## config.mk

```make
export PLATFORM = sky130hd
export DESIGN_NAME = mem_bus_arbiter_flat
export DESIGN_NICKNAME = d
export VERILOG_FILES = /design/src/rtl/mem_bus_arbiter_if.sv /design/src/rtl/mem_bus_arbiter.sv /design/src/flat_wrapper.sv
export SDC_FILE = /design/constraint.sdc
export NUM_CORES = 1
export LEC_CHECK = 0
export BUFFER_PORTS_ARGS = -buffer_cell sky130_fd_sc_hd__buf_2
export CAP_MARGIN = 10
export CORE_MARGIN = 4
export CORE_UTILIZATION = 38
export CTS_CLUSTER_SIZE = 28
export DETAILED_ROUTE_END_ITERATION = 10
export PLACE_DENSITY = 0.67
export SLEW_MARGIN = 0
export SYNTH_ARGS = -nofsm -noshare
export SYNTH_HDL_FRONTEND = slang
export SYNTH_SLANG_ARGS = --single-unit
```

## constraint.sdc

```tcl
create_clock -name clk -period 2.4 [get_ports clk]
set_input_delay 0.24 -clock clk [delete_from_list [all_inputs] [get_ports clk]]
set_output_delay 0.24 -clock clk [all_outputs]
set_load 0.02 [all_outputs]
```

## src/rtl/mem_bus_arbiter_if.sv

```systemverilog
// Bus bundle joining the two requesters, the arbiter and the data RAM.
// master: requester/memory side, slave: the arbiter.
interface mem_bus_arbiter_if #(
  parameter int ADDR_WIDTH = 16,
  parameter int DATA_WIDTH = 8
);
  logic                  req0, req1;
  logic                  we0, we1;
  logic [ADDR_WIDTH-1:0] addr0, addr1;
  logic [DATA_WIDTH-1:0] wdata0, wdata1;
  logic                  gnt0, gnt1;
  logic                  ack0, ack1;
  logic                  err;
  logic [DATA_WIDTH-1:0] rdata;
  logic                  busy;
  logic [ADDR_WIDTH-1:0] mem_addr;
  logic [DATA_WIDTH-1:0] mem_wdata;
  logic [DATA_WIDTH-1:0] mem_rdata;
  logic                  mem_cs, mem_we, mem_oe;

  modport master (
    output req0, req1, we0, we1, addr0, addr1, wdata0, wdata1, mem_rdata,
    input  gnt0, gnt1, ack0, ack1, err, rdata, busy,
           mem_addr, mem_wdata, mem_cs, mem_we, mem_oe
  );

  modport slave (
    input  req0, req1, we0, we1, addr0, addr1, wdata0, wdata1, mem_rdata,
    output gnt0, gnt1, ack0, ack1, err, rdata, busy,
           mem_addr, mem_wdata, mem_cs, mem_we, mem_oe
  );
endinterface

```

## src/rtl/mem_bus_arbiter.sv

```systemverilog
// Two-requester round-robin arbiter for the data-memory bus: one access at a
// time through IDLE -> ACCESS -> RESP, out-of-window addresses answered with err.
module mem_bus_arbiter #(
  parameter int                    ADDR_WIDTH     = 16,
  parameter int                    DATA_WIDTH     = 8,
  parameter int                    MEM_LATENCY    = 2,
  parameter logic [ADDR_WIDTH-1:0] MEM_START_ADDR = 16'h0040,
  parameter logic [ADDR_WIDTH-1:0] MEM_STOP_ADDR  = 16'h00BF
) (
  input  logic             clk,
  input  logic             reset,
  mem_bus_arbiter_if.slave bus
);
  localparam int              CNT_W    = (MEM_LATENCY > 1) ? $clog2(MEM_LATENCY) : 1;
  localparam logic [CNT_W-1:0] CNT_INIT = CNT_W'(MEM_LATENCY - 1);

  typedef enum logic [1:0] {IDLE, ACCESS, RESP} state_t;

  state_t                state_q;
  logic                  owner_q, last_q;
  logic [CNT_W-1:0]      cnt_q;
  logic                  gnt0_q, gnt1_q, ack0_q, ack1_q, err_q, busy_q;
  logic [DATA_WIDTH-1:0] rdata_q;
  logic [ADDR_WIDTH-1:0] mem_addr_q;
  logic [DATA_WIDTH-1:0] mem_wdata_q;
  logic                  mem_cs_q, mem_we_q, mem_oe_q;

  logic                  pick_d, any_req_d, we_d, in_range_d;
  logic [ADDR_WIDTH-1:0] addr_d;
  logic [DATA_WIDTH-1:0] wdata_d;

  // On a tie the requester that did not win last time goes next.
  always_comb begin
    pick_d = 1'b0;
    if (bus.req0 && bus.req1) pick_d = ~last_q;
    else if (bus.req1)        pick_d = 1'b1;
  end

  assign any_req_d  = bus.req0 | bus.req1;
  assign we_d       = pick_d ? bus.we1    : bus.we0;
  assign addr_d     = pick_d ? bus.addr1  : bus.addr0;
  assign wdata_d    = pick_d ? bus.wdata1 : bus.wdata0;
  assign in_range_d = (addr_d >= MEM_START_ADDR) && (addr_d <= MEM_STOP_ADDR);

  always_ff @(posedge clk or negedge reset) begin
    if (!reset) begin
      state_q     <= IDLE;
      owner_q     <= 1'b0;
      last_q      <= 1'b1;
      cnt_q       <= '0;
      gnt0_q      <= 1'b0;
      gnt1_q      <= 1'b0;
      ack0_q      <= 1'b0;
      ack1_q      <= 1'b0;
      err_q       <= 1'b0;
      busy_q      <= 1'b0;
      rdata_q     <= '0;
      mem_addr_q  <= '0;
      mem_wdata_q <= '0;
      mem_cs_q    <= 1'b0;
      mem_we_q    <= 1'b0;
      mem_oe_q    <= 1'b0;
    end else begin
      case (state_q)
        IDLE: begin
          if (any_req_d) begin
            owner_q <= pick_d;
            busy_q  <= 1'b1;
            gnt0_q  <= ~pick_d;
            gnt1_q  <= pick_d;
            if (in_range_d) begin
              state_q     <= ACCESS;
              cnt_q       <= CNT_INIT;
              mem_addr_q  <= addr_d;
              mem_wdata_q <= wdata_d;
              mem_cs_q    <= 1'b1;
              mem_we_q    <= we_d;
              mem_oe_q    <= ~we_d;
            end else begin
              // Out-of-window: answer straight away, memory is never strobed.
              state_q <= RESP;
              err_q   <= 1'b1;
              rdata_q <= '0;
              ack0_q  <= ~pick_d;
              ack1_q  <= pick_d;
            end
          end
        end
        ACCESS: begin
          if (cnt_q != '0) begin
            cnt_q <= cnt_q - 1'b1;
          end else begin
            if (!mem_we_q) rdata_q <= bus.mem_rdata;
            err_q    <= 1'b0;
            mem_cs_q <= 1'b0;
            mem_we_q <= 1'b0;
            mem_oe_q <= 1'b0;
            ack0_q   <= ~owner_q;
            ack1_q   <= owner_q;
            state_q  <= RESP;
          end
        end
        RESP: begin
          ack0_q  <= 1'b0;
          ack1_q  <= 1'b0;
          gnt0_q  <= 1'b0;
          gnt1_q  <= 1'b0;
          busy_q  <= 1'b0;
          last_q  <= owner_q;
          state_q <= IDLE;
        end
        default: state_q <= IDLE;
      endcase
    end
  end

  assign bus.gnt0      = gnt0_q;
  assign bus.gnt1      = gnt1_q;
  assign bus.ack0      = ack0_q;
  assign bus.ack1      = ack1_q;
  assign bus.err       = err_q;
  assign bus.rdata     = rdata_q;
  assign bus.busy      = busy_q;
  assign bus.mem_addr  = mem_addr_q;
  assign bus.mem_wdata = mem_wdata_q;
  assign bus.mem_cs    = mem_cs_q;
  assign bus.mem_we    = mem_we_q;
  assign bus.mem_oe    = mem_oe_q;
endmodule
```

## src/flat_wrapper.sv

```systemverilog
// flat-port wrapper written by rule: the top's interface ports become plain ports
module mem_bus_arbiter_flat 
#(
  parameter int                    ADDR_WIDTH     = 16,
  parameter int                    DATA_WIDTH     = 8,
  parameter int                    MEM_LATENCY    = 2,
  parameter logic [ADDR_WIDTH-1:0] MEM_START_ADDR = 16'h0040,
  parameter logic [ADDR_WIDTH-1:0] MEM_STOP_ADDR  = 16'h00BF
)
  (clk, reset, bus_req0, bus_req1, bus_we0, bus_we1, bus_addr0, bus_addr1, bus_wdata0, bus_wdata1, bus_mem_rdata, bus_gnt0, bus_gnt1, bus_ack0, bus_ack1, bus_err, bus_rdata, bus_busy, bus_mem_addr, bus_mem_wdata, bus_mem_cs, bus_mem_we, bus_mem_oe);
  mem_bus_arbiter_if #(.ADDR_WIDTH(ADDR_WIDTH), .DATA_WIDTH(DATA_WIDTH)) bus_i ();
  input  logic clk;
  input  logic reset;
  input wire logic [$bits(bus_i.req0)-1:0] bus_req0;
  input wire logic [$bits(bus_i.req1)-1:0] bus_req1;
  input wire logic [$bits(bus_i.we0)-1:0] bus_we0;
  input wire logic [$bits(bus_i.we1)-1:0] bus_we1;
  input wire logic [$bits(bus_i.addr0)-1:0] bus_addr0;
  input wire logic [$bits(bus_i.addr1)-1:0] bus_addr1;
  input wire logic [$bits(bus_i.wdata0)-1:0] bus_wdata0;
  input wire logic [$bits(bus_i.wdata1)-1:0] bus_wdata1;
  input wire logic [$bits(bus_i.mem_rdata)-1:0] bus_mem_rdata;
  output wire logic [$bits(bus_i.gnt0)-1:0] bus_gnt0;
  output wire logic [$bits(bus_i.gnt1)-1:0] bus_gnt1;
  output wire logic [$bits(bus_i.ack0)-1:0] bus_ack0;
  output wire logic [$bits(bus_i.ack1)-1:0] bus_ack1;
  output wire logic [$bits(bus_i.err)-1:0] bus_err;
  output wire logic [$bits(bus_i.rdata)-1:0] bus_rdata;
  output wire logic [$bits(bus_i.busy)-1:0] bus_busy;
  output wire logic [$bits(bus_i.mem_addr)-1:0] bus_mem_addr;
  output wire logic [$bits(bus_i.mem_wdata)-1:0] bus_mem_wdata;
  output wire logic [$bits(bus_i.mem_cs)-1:0] bus_mem_cs;
  output wire logic [$bits(bus_i.mem_we)-1:0] bus_mem_we;
  output wire logic [$bits(bus_i.mem_oe)-1:0] bus_mem_oe;
  assign bus_i.req0 = bus_req0;
  assign bus_i.req1 = bus_req1;
  assign bus_i.we0 = bus_we0;
  assign bus_i.we1 = bus_we1;
  assign bus_i.addr0 = bus_addr0;
  assign bus_i.addr1 = bus_addr1;
  assign bus_i.wdata0 = bus_wdata0;
  assign bus_i.wdata1 = bus_wdata1;
  assign bus_i.mem_rdata = bus_mem_rdata;
  assign bus_gnt0 = bus_i.gnt0;
  assign bus_gnt1 = bus_i.gnt1;
  assign bus_ack0 = bus_i.ack0;
  assign bus_ack1 = bus_i.ack1;
  assign bus_err = bus_i.err;
  assign bus_rdata = bus_i.rdata;
  assign bus_busy = bus_i.busy;
  assign bus_mem_addr = bus_i.mem_addr;
  assign bus_mem_wdata = bus_i.mem_wdata;
  assign bus_mem_cs = bus_i.mem_cs;
  assign bus_mem_we = bus_i.mem_we;
  assign bus_mem_oe = bus_i.mem_oe;
  mem_bus_arbiter #(.ADDR_WIDTH(ADDR_WIDTH), .DATA_WIDTH(DATA_WIDTH), .MEM_LATENCY(MEM_LATENCY), .MEM_START_ADDR(MEM_START_ADDR), .MEM_STOP_ADDR(MEM_STOP_ADDR)) u_core (.clk(clk), .reset(reset), .bus(bus_i));
endmodule
```

==> metrics.txt, run 1 <==
reg2reg path depth=7; IO Pins=slightly above 100; drt total wl=~5.3 mm; number of register bits inferred by synthesis=between 40 and 50; drt drc=0; final setup vio count=0; Worst Hold Class=primary input to async pin; Worst Skew=around 6.4 ps; routability cong.=just under 0.8; Seq/Total Area, Yosys=a little over half; max-cap violation count=0; Initial Util=~39%; # diodes=0; vias per cell=around 4.9; endpoint class of the critical path=flop; worst-path maximum fanout=8; global-route wire length before repair=8.71 mm; largest net degree at the start of global routing=47; Post-synth ARST share=100%; clk sinks=46; syn_area_per_cell=between 9 and 10 um2; crit path DAT=2270 ps; clock-pin slew on the worst setup and hold paths=roughly 90 ps; Overall Power=~2400 uW; H-tree depth=2; top cells by count, synth=dfrtp_1, nand2_1, nor2_1, a31oi_1, o21ai_0; CTS tree=built; worst r2r src=u_core.state_q[1]; Layout area overhead=34.1%; TNS Setup=0 ps; drt first-iter violations=~50; post-synth top area share=just over 50%; Ys Warns=0; area leader, netlist=dfrtp_1; syn_nets=approximately 290; CP Launch Type=flop; Top FF cell, synth=dfrtp_1; most common cell in the netlist=dfrtp_1; GRT overflow=0; CORE AREA=between 5000 and 6000 um2; Util after Layout=a little over half; Routed Antenna Nets=0; synth top area cells=dfrtp_1, nand2_1, a31oi_1, nor2_1, a22o_1; Worst slew margin=around a third; Worst Tran Pin Value=989 ps; Final min period=slightly above 2000 ps; Max Slew Vio Count=0; fmax=~490 MHz; P_leak=about 0.0015 uW; reg-to-reg endpoint=u_core.bus.rdata[1]; critical path's slowest cell=nor3_1; fill cell count=roughly 550; chip height=around 84 um; CTS buffer count=5; worst setup path class=flop to flop; CP peak stage delay=around 560 ps; routed len/inst=~13 um; worst skew pair latency=around 300 ps; outcome=finished, final reports clean; Vias=about 2000; Hold Slack=slightly above 90 ps; vias in the first global route=around 1900; chip width=between 80 and 90 um; Die ar.=slightly above 7000 um2; Max Root-Sink Buffers=2; num rows=27; CP required=2620 ps; HPWL Detailed=between 4 and 5 mm; GRT Resource Usage Total=between 10% and 20%; number of synthesized flops with an enable pin=0; Cell variety after synth=39; Initial DRT Pass Iterations=4; CP Cell Sequence=inv_1, ha_1, buf_4, nor2_1, nor3_1, a32oi_1, o2bb2ai_1; Hold Vio Cnt, Final=0; post-synthesis cell count=between 200 and 250; fin crit share=between 80% and 90%; VDD IR max=0.397 mV; # Post-CTS Setup Buffers=0; RSZ-0062 raised after global routing=false; layout cell share with drive strength beyond 1=around two fifths; Pwr Density=between 800 and 900 nW/um2; Root Driver=clkbuf_8; Final #Nets=between 300 and 400; initial antenna violation count=0; Post-Syn Area=2200 um2; setup slack, reg-to-reg=350 ps; IO buf count=~100
critical path: cells and delay by family, from the launching register on:
| family | cells | cell delay, ps |
|---|---|---|
| buffers and inverters | 2 | 290 |
| adder cells (fa/ha/maj) | 1 | 260 |
| AO/OA/AOI/OAI | 2 | 370 |
| flip-flops | 1 | 410 |
| AND/OR/NAND/NOR | 2 | 640 |
cells in the final DEF (no fill, tap or decap), types with 5 or more instances in the layout:
cell type,instances
a21oi_1,5
a22o_1,7
a31oi_1,16
buf_2,102
clkbuf_8,6
dfrtp_1,45
inv_1,7
nand2_1,42
nand3_1,5
nor2_1,23
nor2b_1,8
o21ai_0,10
flip-flops by register name, summed over array words and instances, names as in the netlist, 2 cells and up:
register              flops
u_core.bus.rdata          8
u_core.bus.mem_addr      16
u_core.state_q            2
u_core.bus.mem_wdata      8
timing repair:
action / 4_1_cts / 5_1_grt
endpoints found under the setup margin: 0 / 2
gates resized for setup: 0 / 1
endpoints found under the hold margin: 0 / 0
hold buffers: 0 / 0
per-layer routing:
layer	GRT usage, %	vias up	routed length, um
met2	26.2	52	2670
met5	0	-	0
li1	-	998	-
met1	18.2	918	2230
met3	4.84	5	345
met4	4.39	0	61
stage by stage:
step	instance area, um2	instances	setup WS, ps
final	2950	399	352
after global routing	2950	399	118
after CTS	2940	399	110
after detailed placement	2790	391	134
after global placement	2790	391	145
after floorplan	2200	223	479
power by group:
| part | switching (uW) | internal, uW | leakage, uW |
|---|---|---|---|
| logic | 418 | 284 | 0.000852 |
| registers | 83.5 | 877 | 0.000610 |
| clock network | 260 | 444 | 0.0000714 |
| total | 762 | 1600 | 0.00153 |
kinds of logic after synthesis:
group / count (synthesis) / synth area share, %
and+or+nand+nor: 90 / 19.8
AOI/OAI and AO/OA: 61 / 20.0
DFF: 46 / 52.4
buffers and inverters: 18 / 3.64
adders and majority gates: 4 / 2.28
xor gates and xnor gates: 2 / 0.797
muxes: 2 / 1.02
final cells by class:
class,instances,area [um2],area share [%]
sequential,46,1150,39.1
multi-input combinational,159,973,33.1
timing repair buffer,107,561,19.0
tap,72,90.1,3.06
clock buffer,6,82.6,2.80
clock inverter,2,60.1,2.04
inverter,7,26.3,0.892
how the worst max path moves through the flow:
stage	slack, ps	end	depth (start not counted)	start
floorplan	480	u_core.bus.rdata[6]	6	bus_addr1[15]
global placement	150	u_core.bus.err	5	u_core.last_q
detailed placement	130	u_core.bus.err	5	u_core.last_q
CTS	110	u_core.bus.err	5	u_core.last_q
global route	120	u_core.bus.rdata[2]	7	u_core.state_q[1]
finish	350	u_core.bus.rdata[1]	7	u_core.state_q[1]
(Power assumes the default switching activity.)
==> run 2, diff against run 1 <==
--- a/config.mk
+++ b/config.mk
@@ -7,11 +7,13 @@
 export LEC_CHECK = 0
 export BUFFER_PORTS_ARGS = -buffer_cell sky130_fd_sc_hd__buf_2
 export CAP_MARGIN = 10
+export CELL_PAD_IN_SITES_DETAIL_PLACEMENT = 1
+export CELL_PAD_IN_SITES_GLOBAL_PLACEMENT = 2
 export CORE_MARGIN = 4
-export CORE_UTILIZATION = 38
+export CORE_UTILIZATION = 26
 export CTS_CLUSTER_SIZE = 28
 export DETAILED_ROUTE_END_ITERATION = 10
-export PLACE_DENSITY = 0.67
+export PLACE_DENSITY_LB_ADDON = 0.1
 export SLEW_MARGIN = 0
 export SYNTH_ARGS = -nofsm -noshare
 export SYNTH_HDL_FRONTEND = slang
==> metrics.txt, run 2 (same netlist as run 1, synthesis figures left out) <==
CTS buffer count=5 (unchanged); H-tree depth=2 (unchanged); chip width=99.9 um (was 84.0 um); fmax=449 MHz (was 488 MHz); VDD IR max=0.203 mV (was 0.397 mV); Worst Skew=7.38 ps (was 6.44 ps); Final #Nets=398 (was 392); vias in the first global route=2247 (was 1870); routability cong.=0.691 (was 0.771); commonest non-fill, non-tap cell in the layout=buf_2 (unchanged); Pwr Density=738 nW/um2 (was 804 nW/um2); IO Pins=103 (unchanged); largest net degree at the start of global routing=25 (was 47); Final min period=2230 ps (was 2050 ps); global-route wire length before repair=11.3 mm (was 8.71 mm); crit path DAT=2420 ps (was 2270 ps); CP Launch Type=flop (unchanged); Worst slew margin=45.6% (was 34.1%); GRT overflow=0 (unchanged); Layout area overhead=35.1% (was 34.1%); IO buf count=102 (unchanged); number of flip-flops in the largest register=16 (unchanged); outcome=finished, final reports clean (unchanged); CORE AREA=8220 um2 (was 5570 um2); Worst Hold Class=primary input to flop (was primary input to async pin); Root Driver=clkbuf_8 (unchanged); drt drc=0 (unchanged); Routed Antenna Nets=0 (unchanged); # Post-CTS Setup Buffers=0 (unchanged); HPWL Detailed=5.06 mm (was 4.01 mm); GRT Resource Usage Total=14.0% (was 15.3%); Die ar.=9990 um2 (was 7060 um2); Hold Vio Cnt, Final=0 (unchanged); Max Slew Vio Count=0 (unchanged); Overall Power=2190 uW (was 2370 uW); post-CTS sizing=0 (unchanged); # diodes=0 (unchanged); drt first-iter violations=31 (was 51); clock-pin slew on the worst setup and hold paths=90 ps (about the same); Initial DRT Pass Iterations=2 (was 4); worst-path maximum fanout=9 (was 8); CP required=2590 ps (was 2620 ps); endpoint class of the critical path=flop (unchanged); P_leak=0.00153 uW (about the same); worst setup path class=flop to flop (unchanged); num rows=33 (was 27); max-cap violation count=0 (unchanged); Vias=2065 (was 1973); Worst Tran Pin Value=812 ps (was 989 ps); routed len/inst=15.1 um (was 13.3 um); layout cell share with drive strength beyond 1=39.3% (was 38.8%); Hold Slack=178 ps (was 92.7 ps); fin crit share=92.7% (was 85.3%); initial antenna violation count=0 (unchanged); CTS tree=built (unchanged); clk sinks=46 (unchanged); Util after Layout=36.1% (was 52.8%); Initial Util=26.7% (was 39.4%); commonest non-fill, non-tap cells in the layout=buf_2, dfrtp_1, nand2_1 (unchanged); hold-fix buffer count after cts=1 (was 0); vias per cell=4.71 (was 4.94); final setup vio count=0 (unchanged); chip height=99.9 um (was 84.0 um); Max Root-Sink Buffers=2 (unchanged); TNS Setup=0 ps (unchanged); worst skew pair latency=300 ps (about the same); RSZ-0062 raised after global routing=false (unchanged); drt total wl=6.60 mm (was 5.31 mm)
run 2: changes by cell type in the layout (fill, tap and decap cells not counted), sizes merged:
cell	before	now
buf	107	112
dlygate4sd3	0	1
clkinv	0	2
bufinv	2	0
run 2: path summary, 6_finish.rpt:
path	from	to	slack, ps	cells past startpoint
max in group asynchronous	reset	u_core.last_q	1400	3
setup / recovery	u_core.last_q	u_core.bus.err	170	5
hold / removal	bus_addr1[3]	u_core.bus.mem_addr[3]	180	3
setup reg to reg	u_core.last_q	u_core.bus.err	170	5
hold reg to reg	u_core.bus.mem_addr[7]	u_core.bus.mem_addr[7]	490	1
min in group asynchronous	reset	u_core.bus.mem_addr[9]	390	2
run 2: report_power, final:
group / internal, uW / switching, uW / leakage (uW) / total (uW)
clock: 206 / 279 / 0.0000452 / 485
sequential: 877 / 84.1 / 0.000610 / 961
combinational: 300 / 443 / 0.000879 / 744
run 2: metrics by stage:
step	instances	setup WS, ps	instance area [um2]
2_1_floorplan	223	479	2200
6_report	438	175	2970
3_5_place_dp	429	163	2870
5_1_grt	438	81.1	2970
4_1_cts	438	152	2970
3_3_place_gp	429	197	2870
run 2: final cells by class:
class	count	area [um2]
inverter	7	26.3
clock inverter	2	13.8
fill	982	5250
sequential	46	1150
multi-input combinational	159	965
timing repair buffer	113	608
tap	105	131
clock buffer	6	72.6
run 2: worst max-delay path, stage by stage, from the launching register on:
cell and delay, ps:
dfstp_2 560, a21bo_2 170, nor4_4 60, o31ai_2 700, nand2_2 280, mux2_2 350
run 2: layer usage:
| metal | share of wire (%) | GRT usage (%) | up-vias |
|---|---|---|---|
| li1 | - | - | 1006 |
| met1 | 43 | 18.0 | 1002 |
| met2 | 50 | 23.1 | 51 |
| met3 | 6.1 | 4.10 | 6 |
| met4 | 0.88 | 3.15 | 0 |
| met5 | 0 | 0 | - |
==> run 3, diff against run 2 <==
--- a/config.mk
+++ b/config.mk
@@ -13,6 +13,7 @@
 export CORE_UTILIZATION = 26
 export CTS_CLUSTER_SIZE = 28
 export DETAILED_ROUTE_END_ITERATION = 10
+export GPL_TIMING_DRIVEN = 0
 export PLACE_DENSITY_LB_ADDON = 0.1
 export SLEW_MARGIN = 0
 export SYNTH_ARGS = -nofsm -noshare
==> metrics.txt, run 3 (same netlist as run 1, synthesis figures left out) <==
H-tree depth=2 (unchanged); RSZ-0062 raised after global routing=false (unchanged); commonest non-fill, non-tap cells in the layout=buf_2, dfrtp_1, nand2_1 (unchanged); Worst Skew=13.0 ps (was 7.38 ps); routability cong.=0.733 (was 0.691); Hold Vio Cnt, Final=0 (unchanged); vias in the first global route=2272 (was 2247); crit path DAT=2420 ps (about the same); chip width=99.9 um (unchanged); worst setup path class=flop to flop (unchanged); fin crit share=92.1% (was 92.7%); clk sinks=46 (unchanged); Pwr Density=775 nW/um2 (was 738 nW/um2); num rows=33 (unchanged); Worst slew margin=43.6% (was 45.6%); Layout area overhead=35.9% (was 35.1%); drt first-iter violations=46 (was 31); Util after Layout=36.3% (was 36.1%); drt drc=0 (unchanged); placed cell areas=2840 um2 (was 2870 um2); Vias=2066 (was 2065); P_leak=0.00154 uW (was 0.00153 uW); Register Area=1150 um2 (unchanged); fill cell count=1006 (was 982); HPWL Detailed=5.13 mm (was 5.06 mm); routed len/inst=15.3 um (was 15.1 um); Initial Util=26.7% (unchanged); Worst Hold Class=primary input to flop (unchanged); Routed Antenna Nets=0 (unchanged); CTS buffer count=5 (unchanged); CP required=2610 ps (was 2590 ps); Final #Nets=400 (was 398); CTS tree=built (unchanged); worst-path maximum fanout=10 (was 9); CP Launch Type=flop (unchanged); largest net degree at the start of global routing=47 (was 25); Max Slew Vio Count=0 (unchanged); CORE AREA=8220 um2 (unchanged); Root Driver=clkbuf_8 (unchanged); Die ar.=9990 um2 (unchanged); Initial DRT Pass Iterations=4 (was 2); setup ws final=190 ps (was 175 ps); IO buf count=102 (unchanged); worst skew pair latency=310 ps (was 300 ps); # diodes=0 (unchanged); VDD IR max=0.239 mV (was 0.203 mV); final setup vio count=0 (unchanged); initial antenna violation count=0 (unchanged); GRT overflow=0 (unchanged); drt total wl=6.73 mm (was 6.60 mm); GRT Resource Usage Total=14.1% (was 14.0%); max-cap violation count=0 (unchanged); global-route wire length before repair=11.3 mm (about the same); Worst Tran Pin Value=840 ps (was 812 ps); chip height=99.9 um (unchanged); pre-CTS WS=97.4 ps (was 163 ps); Final min period=2210 ps (was 2230 ps); vias per cell=4.70 (was 4.71); commonest non-fill, non-tap cell in the layout=buf_2 (unchanged); cell area after layout=2990 um2 (was 2970 um2); endpoint class of the critical path=flop (unchanged); area of the multi-input gates=965 um2 (unchanged); fmax=452 MHz (was 449 MHz); clock-pin slew on the worst setup and hold paths=110 ps (was 90 ps); Max Root-Sink Buffers=2 (unchanged); IO Pins=103 (unchanged); TNS Setup=0 ps (unchanged); number of flip-flops in the largest register=16 (unchanged); layout cell share with drive strength beyond 1=38.2% (was 39.3%); outcome=finished, final reports clean (unchanged)
run 3: power by group:
part           total (uW)  internal (uW)  switching [uW]
clock network         621            318             304
logic                 742            281             461
registers             951            878            73.3
run 3: area by class of cell:
type / instances / share of cell area (%)
inverter: 7 / 0.880
tap: 105 / 4.40
timing repair buffer: 104 / 18.1
clock inverter: 3 / 1.63
multi-input combinational: 159 / 32.3
sequential: 46 / 38.6
buffer: 11 / 1.80
clock buffer: 5 / 2.30
run 3: metrics by stage:
step           total power (uW)  hold WS, ps  instances
2_1_floorplan              1440        -55.6        223
3_3_place_gp               1700          471        430
3_5_place_dp               1720          480        430
4_1_cts                    2350          158        438
5_1_grt                    2470          168        440
6_report                   2310          167        440
run 3: path summary, 6_finish.rpt:
kind                                   startpoint                 endpoint  slack, ps  cells past startpoint
max                                 u_core.last_q           u_core.bus.err        190                      5
max in group asynchronous                   reset      u_core.bus.rdata[3]       1470                      3
max reg2reg                         u_core.last_q           u_core.bus.err        190                      5
min reg2reg                u_core.bus.mem_addr[7]   u_core.bus.mem_addr[7]        500                      1
min                                 bus_wdata1[5]  u_core.bus.mem_wdata[5]        170                      3
min in group asynchronous                   reset   u_core.bus.mem_addr[4]        410                      2
run 3: critical path: stages (launching register included):
cell and delay [ps]:
dfstp_2 390, a21boi_2 490, nor4_4 110, o31ai_2 530, nand2_2 260, mux2_2 330
run 3: per-layer routing:
| metal | wire length [um] | vias up | share of wire (%) | global-route usage (%) |
|---|---|---|---|---|
| met1 | 2990 | 993 | 44 | 18.0 |
| met5 | 0 | - | 0 | 0 |
| met4 | 74 | 0 | 1.1 | 3.78 |
| li1 | - | 1015 | - | - |
| met3 | 397 | 7 | 5.9 | 4.03 |
| met2 | 3270 | 51 | 49 | 23.5 |
run 3: timing repair:
item / CTS / global route
hold buffers: 0 / 1
hold endpoints to repair: 0 / 16
setup buffers: 0 / 0
resized for setup: 0 / 0
endpoints found under the setup margin: 0 / 0
